### src/rtl/nco_phase_gen.sv
// Phase-word source for the nco angle input: accumulates a tuning step (with optional
// linear chirp), adds a phase offset and presents the result on a req/ack handshake.
module nco_phase_gen #(
  parameter int unsigned PHASE_W = 32,
  parameter int unsigned STEP_W  = 32,
  parameter int unsigned CNT_W   = 16
) (
  input  logic               clk,
  input  logic               reset_n,
  input  logic [STEP_W-1:0]  cfg_step,
  input  logic [STEP_W-1:0]  cfg_stop_step,
  input  logic [STEP_W-1:0]  cfg_delta,
  input  logic [PHASE_W-1:0] cfg_offset,
  input  logic [1:0]         cfg_mode,
  input  logic [CNT_W-1:0]   cfg_burst_len,
  input  logic               start,
  input  logic               stop,
  output logic [PHASE_W-1:0] t_angle_dat,
  output logic               t_angle_req,
  input  logic               t_angle_ack,
  output logic               busy,
  output logic               done,
  output logic [CNT_W-1:0]   sample_cnt
);

  typedef enum logic [1:0] {
    ST_IDLE     = 2'd0,
    ST_RUN      = 2'd1,
    ST_STOPPING = 2'd2
  } state_t;

  localparam logic [1:0] MODE_SINGLE = 2'd1;
  localparam logic [1:0] MODE_REPEAT = 2'd2;

  state_t             state_q, state_d;
  logic [PHASE_W-1:0] phase_q, phase_d;
  logic [STEP_W-1:0]  step_q, step_d;
  logic [PHASE_W-1:0] dat_q, dat_d;
  logic               req_q, req_d;
  logic               busy_q, busy_d;
  logic               done_q, done_d;
  logic [CNT_W-1:0]   cnt_q, cnt_d;

  logic [STEP_W-1:0]  start_step_q, stop_step_q, delta_q;
  logic [PHASE_W-1:0] offset_q;
  logic [1:0]         mode_q;
  logic [CNT_W-1:0]   burst_len_q;

  logic               load_c;
  logic               xfer_c;
  logic [PHASE_W-1:0] phase_sum_c;
  logic [STEP_W:0]    step_ext_c;
  logic [STEP_W-1:0]  step_add_c;
  logic               crossed_c;
  logic [STEP_W-1:0]  step_chirp_c;
  logic [CNT_W-1:0]   cnt_inc_c;
  logic               burst_end_c;

  assign t_angle_dat = dat_q;
  assign t_angle_req = req_q;
  assign busy        = busy_q;
  assign done        = done_q;
  assign sample_cnt  = cnt_q;

  // Datapath helpers: next phase, chirped step and limit detection.
  // The extra carry bit treats wrap past zero / all-ones as crossing the limit,
  // so a negative sweep toward a small stop_step cannot wrap to a huge step.
  always_comb begin
    xfer_c      = req_q & t_angle_ack;
    phase_sum_c = phase_q + step_q;
    step_ext_c  = {1'b0, step_q} + {1'b0, delta_q};
    step_add_c  = step_ext_c[STEP_W-1:0];
    crossed_c   = 1'b0;
    if (delta_q != '0) begin
      if (delta_q[STEP_W-1]) begin
        crossed_c = !step_ext_c[STEP_W] || (step_add_c < stop_step_q);
      end else begin
        crossed_c = step_ext_c[STEP_W] || (step_add_c > stop_step_q);
      end
    end
    case (mode_q)
      MODE_SINGLE: step_chirp_c = crossed_c ? stop_step_q : step_add_c;
      MODE_REPEAT: step_chirp_c = crossed_c ? start_step_q : step_add_c;
      default:     step_chirp_c = step_q;
    endcase
    cnt_inc_c   = (cnt_q == '1) ? cnt_q : cnt_q + CNT_W'(1);
    burst_end_c = (burst_len_q != '0) && (cnt_inc_c == burst_len_q);
  end

  // Next-state and registered-output logic.
  always_comb begin
    state_d = state_q;
    phase_d = phase_q;
    step_d  = step_q;
    dat_d   = dat_q;
    req_d   = req_q;
    cnt_d   = cnt_q;
    done_d  = 1'b0;
    load_c  = 1'b0;
    case (state_q)
      ST_IDLE: begin
        if (start && !stop) begin
          load_c  = 1'b1;
          phase_d = '0;
          step_d  = cfg_step;
          cnt_d   = '0;
          dat_d   = cfg_offset;
          req_d   = 1'b1;
          state_d = ST_RUN;
        end
      end
      ST_RUN, ST_STOPPING: begin
        if (xfer_c) begin
          phase_d = phase_sum_c;
          step_d  = step_chirp_c;
          cnt_d   = cnt_inc_c;
          dat_d   = phase_sum_c + offset_q;
          if (stop || burst_end_c || state_q == ST_STOPPING) begin
            req_d   = 1'b0;
            done_d  = 1'b1;
            state_d = ST_IDLE;
          end
        end else if (stop && state_q == ST_RUN) begin
          state_d = ST_STOPPING;
        end
      end
      default: begin
        req_d   = 1'b0;
        state_d = ST_IDLE;
      end
    endcase
    busy_d = (state_d != ST_IDLE);
  end

  // State and output registers.
  always_ff @(posedge clk) begin
    if (!reset_n) begin
      state_q <= ST_IDLE;
      phase_q <= '0;
      step_q  <= '0;
      dat_q   <= '0;
      req_q   <= 1'b0;
      busy_q  <= 1'b0;
      done_q  <= 1'b0;
      cnt_q   <= '0;
    end else begin
      state_q <= state_d;
      phase_q <= phase_d;
      step_q  <= step_d;
      dat_q   <= dat_d;
      req_q   <= req_d;
      busy_q  <= busy_d;
      done_q  <= done_d;
      cnt_q   <= cnt_d;
    end
  end

  // Shadow configuration, captured only on an accepted start.
  always_ff @(posedge clk) begin
    if (!reset_n) begin
      start_step_q <= '0;
      stop_step_q  <= '0;
      delta_q      <= '0;
      offset_q     <= '0;
      mode_q       <= '0;
      burst_len_q  <= '0;
    end else if (load_c) begin
      start_step_q <= cfg_step;
      stop_step_q  <= cfg_stop_step;
      delta_q      <= cfg_delta;
      offset_q     <= cfg_offset;
      mode_q       <= cfg_mode;
      burst_len_q  <= cfg_burst_len;
    end
  end

endmodule

### config.mk
export PLATFORM = sky130hd
export DESIGN_NAME = nco_phase_gen
export DESIGN_NICKNAME = d
export VERILOG_FILES = /design/src/rtl/nco_phase_gen.sv
export SDC_FILE = /design/constraint.sdc
export NUM_CORES = 1
export LEC_CHECK = 0
export BUFFER_PORTS_ARGS = -buffer_cell sky130_fd_sc_hd__buf_2
export CAP_MARGIN = 30
export CORE_MARGIN = 2
export CORE_UTILIZATION = 48
export CTS_CLUSTER_SIZE = 28
export DETAILED_ROUTE_END_ITERATION = 16
export GPL_ROUTABILITY_DRIVEN = 0
export MAX_ROUTING_LAYER = met4
export PLACE_DENSITY = 0.68
export SLEW_MARGIN = 30
export SYNTH_ARGS = -nofsm -noshare
export SYNTH_HDL_FRONTEND = slang
export SYNTH_SLANG_ARGS = --single-unit
### constraint.sdc
create_clock -name clk -period 5.32 [get_ports clk]
set_input_delay 1.064 -clock clk [delete_from_list [all_inputs] [get_ports clk]]
set_output_delay 1.064 -clock clk [all_outputs]
set_load 0.02 [all_outputs]
==> out/qor.csv <==
stage;metric;value;unit
run_status;status;finished clean;
synth;synth_cells;2190;
critical_path;crit_required;5.78;ns
worst_hold_path;holdCritPathClass;flop to flop;
cells_and_area;antenna_cells;0;
cells_and_area;final_util;55.9;%
synth;synthTopCellsByArea;dfxtp_1 32%, a21oi_1 9.9%, ha_1 9.9%;
synth;synth_edf_count;0;
global_routing;grt_first_pass_wirelength;80600;µm
synth;async_flop_share;0;%
route;drt_iter0_drc;1345;
cells_and_area;final_common_cell;nand2_1;
global_routing;grt_remaining_overflow;0;
critical_path;end_kind;flop;
sta;post-route-min-period;5.04;ns
critical_path;critPathMaxStageDelay;0.45;ns
critical_path;crit_arrival;5.50;ns
sta;skew;0.0305;ns
critical_path;path_buf_inv;2;
critical_path;r2r_end;step_q[12]$_SDFFE_PN0P_;
cells_and_area;nets;2607;
synth;synth_cell_types;77;
synth;synth_top_area_share;31.7;%
sta;fin_crit_sh;94.7;%
power;powerDensity;318;nW/µm²
sta;timing.setup.tns;0;ns
sta;slew_headroom;44.0;%
clock_tree;cts_buffers;31;
sta;drv_slew;0;
route;wire_per_inst;18.0;µm
route;dr.pass1.iters;5;
floorplanning;rows;68;
power;power_leakage;8.08;nW
clock_tree;cts_tree;done;
critical_path;crit_family;compound AO/OA/AOI/OAI gates;
synth;netlist_area;16600;µm²
route;drc;0;
critical_path;ff2ff_setup_slack;0.28;ns
global_routing;grt_pass1_vias;15500;
worst_hold_path;min-delay-start;stop_step_q[7]$_SDFFE_PN0P_;
synth;synth-main-ff-cell;dfxtp_1;
global_routing;grt_use_total;28.0;%
synth;yosys_warnings;0;
route;ant_nets;0;
synth;syn-num-nets;2475;
cells_and_area;most-common-layout-cells;387 x nand2_1, 325 x a21oi_1, 263 x dfxtp_1;
floorplanning;io-pin-count;202;
power;peakVddDrop;0.253;mV
sta;setup_slack;0.283;ns
floorplanning;core-area;34300;µm²
clock_tree;clkLatencyLatePin;0.59;ns
clock_tree;clk_pin_slew;0.06;ns
critical_path;crit_type;flop to flop;
synth;synth_top_area_cell;dfxtp_1;
place;place_ws;0.284;ns
worst_hold_path;holdPathEnd;stop_step_q[7]$_SDFFE_PN0P_;
place;port_buffers;201;
critical_path;critPathSlowestCell;fa_1;
cells_and_area;layout-drive-gt1-share;14.0;%
synth;synth.avg_cell_area;7.59;µm²
global_routing;grt_antenna_before_repair;0;
clock_tree;clock_sinks;263;
synth;synth_seq_cells;263;
sta;tightest_slew;0.840;ns
sta;fmax;199;MHz
floorplanning;floorplan.initialDensity;48.4;%
global_routing;grt_max_degree;93;
clock_tree;ctsLongestPathBuffers;3;
critical_path;r2r_start;step_q[0]$_SDFFE_PN0P_;
floorplanning;die_y;190;µm
route;drt-total-wl;50600;µm
cells_and_area;synthToLayoutAreaGrowth;15.4;%
critical_path;critPathMaxFanout;24;
sta;hold_viol_final;0;
critical_path;reg2reg_depth;23;
route;num_vias;16700;
route;vias_per_cell;5.97;
floorplanning;dieArea;36100;µm²
critical_path;path_cells;ha_1 -> fa_1 -> a21oi_2 -> o22ai_2 -> o2111ai_2 -> a2111oi_4 -> o311a_1 -> nor2b_2 -> o21bai_1 -> xor2_1 -> ha_1 -> nand4_1 -> nor2_1 -> nand2_1 -> nor3_2 -> o31a_1 -> o21ai_0 -> a221oi_4 -> buf_4 -> clkbuf_16 -> o211ai_1 -> o21ai_0 -> o22ai_1;
clock_tree;htreeDepth;1;
sta;setup_viol;0;
place;hpwl;36300;µm
critical_path;cp-start-kind;flop;
flow_run;drv_cap;0;
floorplanning;chipWidth;190;µm
worst_hold_path;min_path_cells;2;
clock_tree;cts-root-buf;clkbuf_16;
synth;synth_seq_area_share;31.7;%
==> cells in the mapped netlist, drive strengths merged (4+ instances only) <==
library cell,count
a2111oi,7
a211o,13
a211oi,32
a21boi,5
a21o,50
a21oi,329
a221oi,4
a22oi,24
a31oi,19
a41oi,4
and2,7
and3,42
and4,6
buf,12
clkbuf,118
dfxtp,263
ha,131
inv,68
mux2i,15
nand2,388
nand2b,15
nand3,40
nand4,34
nor2,117
nor2b,16
nor3,44
nor4,17
o211ai,40
o21a,13
o21ai,109
o21bai,18
o22ai,28
o31a,5
o31ai,10
or2,5
or3,9
xnor2,66
xor2,27
==> layout make-up <==
cell class | instances | area (µm²)
multi-input cells | 1729 | 10700
well taps | 455 | 569
inverters | 68 | 260
repair buffers | 229 | 1290
fillers | 3247 | 15100
flip-flops and latches | 263 | 5270
clock inverters | 19 | 210
clock buffers | 39 | 866
==> logic make-up after synthesis <==
| family | Yosys count | share of synthesized area (%) |
|---|---|---|
| AND/OR/NAND/NOR | 746 | 20.1 |
| AO/OA/AOI/OAI | 741 | 27.6 |
| flip-flops | 263 | 31.7 |
| buffers and inverters | 198 | 4.56 |
| adder cells (fa/ha/maj) | 134 | 10.2 |
| XOR/XNOR | 93 | 4.90 |
| multiplexers | 15 | 0.904 |
==> worst register-to-register path, delay by kind of cell, from the launching register on <==
family / cells / cell delay (ns)
buffers and inverters: 2 / 0.39
xor gates and xnor gates: 1 / 0.16
AOI/OAI and AO/OA: 12 / 2.26
and+or+nand+nor: 5 / 0.74
DFF: 1 / 0.34
adders and majority gates: 3 / 1.02
==> report_power, final <==
group	internal, mW	switching (mW)	leakage (nW)	total [mW]
clock	1.31	0.914	0.531	2.22
combinational	0.648	1.02	5.41	1.67
sequential	2.09	0.113	2.15	2.21
==> how the worst max path moves through the flow <==
stage	start	end	slack, ns	cells after the start
final	step_q[0]$_SDFFE_PN0P_	step_q[12]$_SDFFE_PN0P_	0.28	23
after global routing	step_q[0]$_SDFFE_PN0P_	t_angle_dat[24]$_SDFFE_PN0P_	-0.03	21
after CTS	step_q[0]$_SDFFE_PN0P_	step_q[27]$_SDFFE_PN0P_	0.20	22
after detailed placement	step_q[0]$_SDFFE_PN0P_	step_q[27]$_SDFFE_PN0P_	0.28	22
after global placement	step_q[0]$_SDFFE_PN0P_	t_angle_dat[24]$_SDFFE_PN0P_	0.40	21
after floorplan	step_q[0]$_SDFFE_PN0P_	step_q[31]$_SDFFE_PN0P_	0.79	22
==> flip-flops by register name (all words and copies together), names as in the netlist <==
| signal | count |
|---|---|
| offset_q | 32 |
| mode_q | 2 |
| busy | 1 |
| start_step_q | 32 |
| done | 1 |
| t_angle_dat | 32 |
| t_angle_req | 1 |
| delta_q | 32 |
| step_q | 32 |
| stop_step_q | 32 |
| state_q | 2 |
| burst_len_q | 16 |
| phase_q | 32 |
| sample_cnt | 16 |
==> per-stage QoR <==
step | hold WS (ns) | cells | instance area, µm² | power, mW
after floorplan | 0.436 | 2190 | 16600 | 3.35
after global placement | 0.443 | 2735 | 17900 | 3.77
after detailed placement | 0.447 | 2736 | 17900 | 3.82
after CTS | 0.456 | 2794 | 19000 | 6.05
after global routing | 0.476 | 2802 | 19200 | 6.41
final | 0.453 | 2802 | 19200 | 6.10
==> repair_timing <==
| item | CTS | global route |
|---|---|---|
| setup endpoints to repair | 0 | 39 |
| resized for setup | 0 | 14 |
| buffers inserted | 0 | 6 |
| hold buffers | 0 | 0 |
==> layer usage <==
layer  track usage (%)  routed length, µm  part of all wire [%]  up-vias
li1                  -                  -                     -     8157
met1              38.4              23200                    46     7845
met2              43.5              22400                    44      632
met3              2.91               3690                   7.3       91
met4              8.26               1320                   2.6        0
met5                 -                  0                     0        -
Power figures use the tool's default switching activity.
